===== src/rtl/pipelined_datapath.sv =====
// pipelined_datapath: two-stage (RD, EX/WB) datapath with an NREGS x DATA_W
// register file, sign-extended immediate operand, ALU and {C,L,F,Z,N} flag register.
// Optional feature: define DP_BYPASS_EN to forward the stage-2 result into the
// stage-1 operand reads; without it stage 1 returns the pre-write register value.
module pipelined_datapath #(
    parameter int DATA_W = 16,
    parameter int NREGS  = 16,
    parameter int ADDR_W = 4,
    parameter int IMM_W  = 8
) (
    input  logic              CLK,
    input  logic              CLR,
    input  logic              valid_in,
    input  logic              writeEn,
    input  logic              selectImm,
    input  logic [ADDR_W-1:0] readRegA,
    input  logic [ADDR_W-1:0] readRegB,
    input  logic [ADDR_W-1:0] loadReg,
    input  logic [IMM_W-1:0]  Imm,
    input  logic [7:0]        op,
    output logic [DATA_W-1:0] A,
    output logic [DATA_W-1:0] B,
    output logic [DATA_W-1:0] Z,
    output logic [4:0]        flags,
    output logic              valid_out
);

    localparam int MSB = DATA_W - 1;

    localparam logic [3:0] OP_AND  = 4'h1;
    localparam logic [3:0] OP_OR   = 4'h2;
    localparam logic [3:0] OP_XOR  = 4'h3;
    localparam logic [3:0] OP_ADD  = 4'h5;
    localparam logic [3:0] OP_ADDC = 4'h6;
    localparam logic [3:0] OP_SUB  = 4'h9;
    localparam logic [3:0] OP_CMP  = 4'hB;
    localparam logic [3:0] OP_MOV  = 4'hD;

    // Flag bit positions inside flags[4:0] = {C,L,F,Z,N}
    localparam int FC = 4;
    localparam int FL = 3;
    localparam int FF = 2;
    localparam int FZ = 1;
    localparam int FN = 0;

    // Register count widened by one bit so out-of-range indices compare cleanly
    localparam logic [ADDR_W:0] NREGS_L = NREGS[ADDR_W:0];

    logic [DATA_W-1:0] rf_r [NREGS];
    logic [3:0]        op_r;
    logic [ADDR_W-1:0] load_r;
    logic              we_r;
    logic              valid_r;

    logic [DATA_W-1:0] sext_s;
    logic [DATA_W-1:0] opa_s;
    logic [DATA_W-1:0] opb_s;
    logic              byp_a_s;
    logic              byp_b_s;
    logic [DATA_W:0]   add_s;
    logic [DATA_W:0]   sub_s;
    logic              add_ovf_s;
    logic              sub_ovf_s;
    logic [DATA_W-1:0] res_s;
    logic [4:0]        nflags_s;
    logic              writes_s;
    logic              wr_en_s;
    logic              unused_s;

    // Upper opcode nibble carries no meaning for this datapath
    assign unused_s = ^op[7:4];

    // A completing instruction writes only for writing opcodes and in-range destinations
    assign wr_en_s = valid_r & we_r & writes_s & ({1'b0, load_r} < NREGS_L);

    // Stage-1 operand selection: immediate, optional forward, register file, or zero
    always_comb begin
        sext_s = {{(DATA_W - IMM_W){Imm[IMM_W-1]}}, Imm};
`ifdef DP_BYPASS_EN
        byp_a_s = wr_en_s && (readRegA == load_r);
        byp_b_s = wr_en_s && (readRegB == load_r);
`else
        byp_a_s = 1'b0;
        byp_b_s = 1'b0;
`endif
        if (byp_a_s) begin
            opa_s = res_s;
        end else if ({1'b0, readRegA} < NREGS_L) begin
            opa_s = rf_r[readRegA];
        end else begin
            opa_s = '0;
        end

        if (selectImm) begin
            opb_s = sext_s;
        end else if (byp_b_s) begin
            opb_s = res_s;
        end else if ({1'b0, readRegB} < NREGS_L) begin
            opb_s = rf_r[readRegB];
        end else begin
            opb_s = '0;
        end
    end

    // Stage-2 ALU: result, next flag value and whether the opcode writes back
    always_comb begin
        add_s     = {1'b0, A} + {1'b0, B} + {{DATA_W{1'b0}}, (op_r == OP_ADDC) ? flags[FC] : 1'b0};
        sub_s     = {1'b0, A} - {1'b0, B};
        add_ovf_s = (A[MSB] == B[MSB]) && (add_s[MSB] != A[MSB]);
        sub_ovf_s = (A[MSB] != B[MSB]) && (sub_s[MSB] != A[MSB]);
        res_s     = '0;
        nflags_s  = flags;
        writes_s  = 1'b0;
        case (op_r)
            OP_AND, OP_OR, OP_XOR, OP_MOV: begin
                if (op_r == OP_AND) begin
                    res_s = A & B;
                end else if (op_r == OP_OR) begin
                    res_s = A | B;
                end else if (op_r == OP_XOR) begin
                    res_s = A ^ B;
                end else begin
                    res_s = B;
                end
                nflags_s[FZ] = (res_s == '0);
                nflags_s[FN] = res_s[MSB];
                writes_s     = 1'b1;
            end
            OP_ADD, OP_ADDC: begin
                res_s        = add_s[DATA_W-1:0];
                nflags_s[FC] = add_s[DATA_W];
                nflags_s[FF] = add_ovf_s;
                nflags_s[FZ] = (res_s == '0);
                nflags_s[FN] = res_s[MSB];
                writes_s     = 1'b1;
            end
            OP_SUB, OP_CMP: begin
                res_s        = sub_s[DATA_W-1:0];
                nflags_s[FC] = sub_s[DATA_W];
                nflags_s[FL] = sub_s[DATA_W];
                nflags_s[FF] = sub_ovf_s;
                nflags_s[FZ] = (A == B);
                // Signed less-than is the difference sign corrected by overflow
                nflags_s[FN] = sub_s[MSB] ^ sub_ovf_s;
                writes_s     = (op_r == OP_SUB);
            end
            default: begin
                res_s    = '0;
                nflags_s = flags;
                writes_s = 1'b0;
            end
        endcase
    end

    // Pipeline registers, outputs and register-file write-back
    always_ff @(posedge CLK) begin
        if (CLR) begin
            A         <= '0;
            B         <= '0;
            op_r      <= 4'h0;
            load_r    <= '0;
            we_r      <= 1'b0;
            valid_r   <= 1'b0;
            Z         <= '0;
            flags     <= 5'b00000;
            valid_out <= 1'b0;
            for (int i = 0; i < NREGS; i++) begin
                rf_r[i] <= '0;
            end
        end else begin
            if (valid_in) begin
                A      <= opa_s;
                B      <= opb_s;
                op_r   <= op[3:0];
                load_r <= loadReg;
                we_r   <= writeEn;
            end
            valid_r <= valid_in;
            if (valid_r) begin
                Z         <= res_s;
                flags     <= nflags_s;
                valid_out <= 1'b1;
            end else begin
                valid_out <= 1'b0;
            end
            if (wr_en_s) begin
                rf_r[load_r] <= res_s;
            end
        end
    end

endmodule


===== config.mk =====
export PLATFORM = sky130hd
export DESIGN_NAME = pipelined_datapath
export DESIGN_NICKNAME = d
export VERILOG_FILES = /design/src/rtl/pipelined_datapath.sv
export SDC_FILE = /design/constraint.sdc
export NUM_CORES = 1
export LEC_CHECK = 0
export BUFFER_PORTS_ARGS = -buffer_cell sky130_fd_sc_hd__buf_2
export CELL_PAD_IN_SITES_DETAIL_PLACEMENT = 0
export CELL_PAD_IN_SITES_GLOBAL_PLACEMENT = 1
export CORE_UTILIZATION = 55
export CTS_CLUSTER_SIZE = 25
export DETAILED_ROUTE_END_ITERATION = 10
export GPL_ROUTABILITY_DRIVEN = 0
export MAX_ROUTING_LAYER = met4
export PLACE_DENSITY_LB_ADDON = 0.1
export RECOVER_POWER = 25
export SKIP_CTS_REPAIR_TIMING = 1
export SYNTH_ARGS = -nofsm -noshare
export SYNTH_HDL_FRONTEND = slang
export SYNTH_SLANG_ARGS = --single-unit

===== constraint.sdc =====
create_clock -name CLK -period 5.65 [get_ports CLK]
set_input_delay 0.8475 -clock CLK [delete_from_list [all_inputs] [get_ports CLK]]
set_output_delay 0.8475 -clock CLK [all_outputs]
set_load 0.02 [all_outputs]

==> impl_metrics.csv <==
group,metric,value,unit
floorplan,rows,66,
yosys,postSynthAreaPerCell,12.1,um2
floorplan,core,32900,um2
cells_and_area,multi_input_area,8810,um2
sta,rsz0062_at_grt,"false",
sta,fin_skew,21.6,ps
worst_setup_path,reg2regPathDepth,9,
sta,maxSlewViolCount,105,
global_routing,grt_util_met3,4.21,%
worst_hold_path,hold_depth,2,
worst_setup_path,arrival,5210,ps
clock_tree,cts_tree,"done",
status,status,"finished, violations left",
placement,place_inst,1957,
yosys,synth-compound-area-share,9.83,%
sta,fmax,0.198,GHz
detailed_routing,drtAntennaViolNets,0,
global_routing,grt-ovfl-total,0,
global_routing,met1_usage,42.0,%
clock_tree,cts-root-buf,"clkbuf_16",
yosys,synth_fa_ha_area_share,3.67,%
detailed_routing,first_iter_violations,1377,
cells_and_area,most-common-layout-cells,"322 x nor2_1, 256 x edfxtp_1, 160 x mux4_2",
worst_setup_path,path_class,"register to register",
yosys,synth_nets,1611,
detailed_routing,finalWirelength,53000,um
detailed_routing,post-route-drc-count,0,
detailed_routing,wl_per_cell,26.3,um
worst_setup_path,crit_chain,"clkbuf_1, inv_1, o2111ai_1, or2_2, nor2_1, nand2_1, clkbuf_1, nand2b_1, clkbuf_2",
worst_hold_path,worst_hold_path_type,"register to register",
floorplan,die_h,186,um
yosys,synth-edff-count,256,
worst_setup_path,crit_cells,9,
pwr,leakage,0.00698,uW
pwr,power,5920,uW
worst_setup_path,max_stage_delay,1330,ps
sta,worst_pin_slew,3270,ps
placement,hpwlAfterDp,38200,um
global_routing,grt_use_met2,53.5,%
cells_and_area,fin_util,61.6,%
global_routing,antenna_found_initial,0,
sta,hold_slack,485,ps
sta,fin_crit,5040,ps
sta,tns,0,ps
floorplan,io_pins,87,
clock_tree,clk_latency,530,ps
sta,relSlewSlack,-118,%
placement,io_buffers,82,
yosys,synth.area.mux_share,21.3,%
global_routing,grt_pass1_vias,13000,
worst_setup_path,critPathMaxFanout,37,
clock_tree,path_clk_slew,60,ps
yosys,synth_top_family_by_area,"multiplexers",
global_routing,track_usage,32.8,%
yosys,seq_area_frac_synth,48.4,%
floorplan,start_util,56.4,%
yosys,ys_ff_latch,320,
worst_setup_path,cp_num_buf_inv,4,
cells_and_area,fillers,2691,
detailed_routing,dr.pass1.iters,6,
sta,hold_viol,0,
yosys,synth_xor_area_share,0.284,%
yosys,syn_area,18500,um2
pwr,power_density,293,nW/um2
floorplan,die_w,186,um
worst_setup_path,crit_path_end_kind,"register",
detailed_routing,vias_per_cell,6.57,
sta,setup_violations,0,
yosys,async_flop_share,0,%
yosys,synth_flop_cell,"edfxtp_1",
flow_run,drv_cap,3,
clock_tree,h-tree-depth,2,
worst_setup_path,crit_slowest_cell,"clkbuf_1",
yosys,yosys_warnings,0,
yosys,ys_types,87,
global_routing,busiest_layer,"met2",
status,violations,"max-capacitance violations, max-slew violations",
global_routing,grt_pass1_wl,80600,um
worst_setup_path,crit_path_frequent_cell,"clkbuf_1",
worst_setup_path,critPathRequiredTime,5820,ps
cells_and_area,antennaDiodeCount,0,
cells_and_area,layout_commonest_cell,"nor2_1",
pwr,irDropWorstVdd,0.229,mV
cells_and_area,drive_gt1_share,19.0,%
clock_tree,cts_buffers,36,
cells_and_area,nets,1638,
detailed_routing,num_vias,13300,
yosys,netlist_instances,1526,
floorplan,die_area,34400,um2
yosys,synth_simple_gate_area_share,12.5,%
clock_tree,clockBufferDepth,3,
sta,post-route-period-util,89.2,%
cells_and_area,fin_cells,2020,
global_routing,grt_max_degree,67,
cells_and_area,syn2layout_area_growth,9.18,%
worst_setup_path,crit_path_start_kind,"register",
worst_setup_path,path_delay_family,"buffers and inverters",
clock_tree,cts_sinks,320,
cells_and_area,seq_area,8970,um2
## metrics by stage
stage | worst slack [ps] | instance area, um2
4_1_cts | 885 | 20300
6_report | 610 | 20200
3_5_place_dp | 926 | 19300
3_3_place_gp | 1020 | 19300
5_1_grt | 343 | 20200
2_1_floorplan | 1920 | 18500
## worst paths after layout
check | slack [ps] | start | to
worst max register to register | 610 | op_r[1] | rf_r[11][6]
worst min-delay path | 490 | Z[1] | Z[1]
worst max-delay path | 610 | op_r[1] | rf_r[11][6]
worst min register to register | 490 | Z[1] | Z[1]
## registers in the layout (all words and copies together) (netlist names)
register,count
A,16
B,16
Z,16
flags,5
load_r,4
op_r,4
rf_r,256
valid_out,1
valid_r,1
we_r,1
## cell families (layout without fill, tap and decap cells)
| family | count (synthesis) | after routing |
|---|---|---|
| and+or+nand+nor | 526 | 526 |
| DFF | 320 | 320 |
| AOI/OAI and AO/OA | 243 | 243 |
| muxes | 194 | 194 |
| buffers and inverters | 185 | 237 |
| adders and majority gates | 52 | 52 |
| xor gates and xnor gates | 6 | 6 |
## synth_stat cells, types with 31 or more instances
master	instances	area [um2]
ha_1	48	601
mux4_2	160	3600
edfxtp_1	256	7690
a21oi_1	68	340
nor3_1	31	155
mux2i_1	34	340
nor2_1	322	1210
inv_1	50	188
nand2_1	69	259
clkbuf_1	78	293
dfxtp_1	64	1280
buf_2	38	190
## routing by layer
layer | part of all wire [%] | up-vias
met1 | 40 | 6679
met5 | 0 | -
li1 | - | 5854
met2 | 49 | 600
met3 | 7.2 | 129
met4 | 4.0 | 0
## worst min-delay path, delay by kind of cell (launching register included)
family | cells | cell delay [ps]
and+or+nand+nor | 1 | 80
DFF | 1 | 310
AOI/OAI and AO/OA | 1 | 50
## layout make-up
| cell class | count | area share (%) |
|---|---|---|
| flip-flops and latches | 320 | 44.3 |
| clock inverters | 17 | 0.643 |
| well taps | 442 | 2.73 |
| clock buffers | 46 | 4.74 |
| multi-input cells | 1021 | 43.5 |
| inverters | 52 | 0.965 |
| repair buffers | 122 | 3.05 |
## where the power goes
part	leakage, uW	internal [uW]	total, uW	switching, uW
clock	0.000526	1250	2190	943
sequential	0.00317	2630	2710	75.4
combinational	0.00328	380	1020	640
total	0.00698	4260	5920	1660
(Power assumes the default switching activity.)
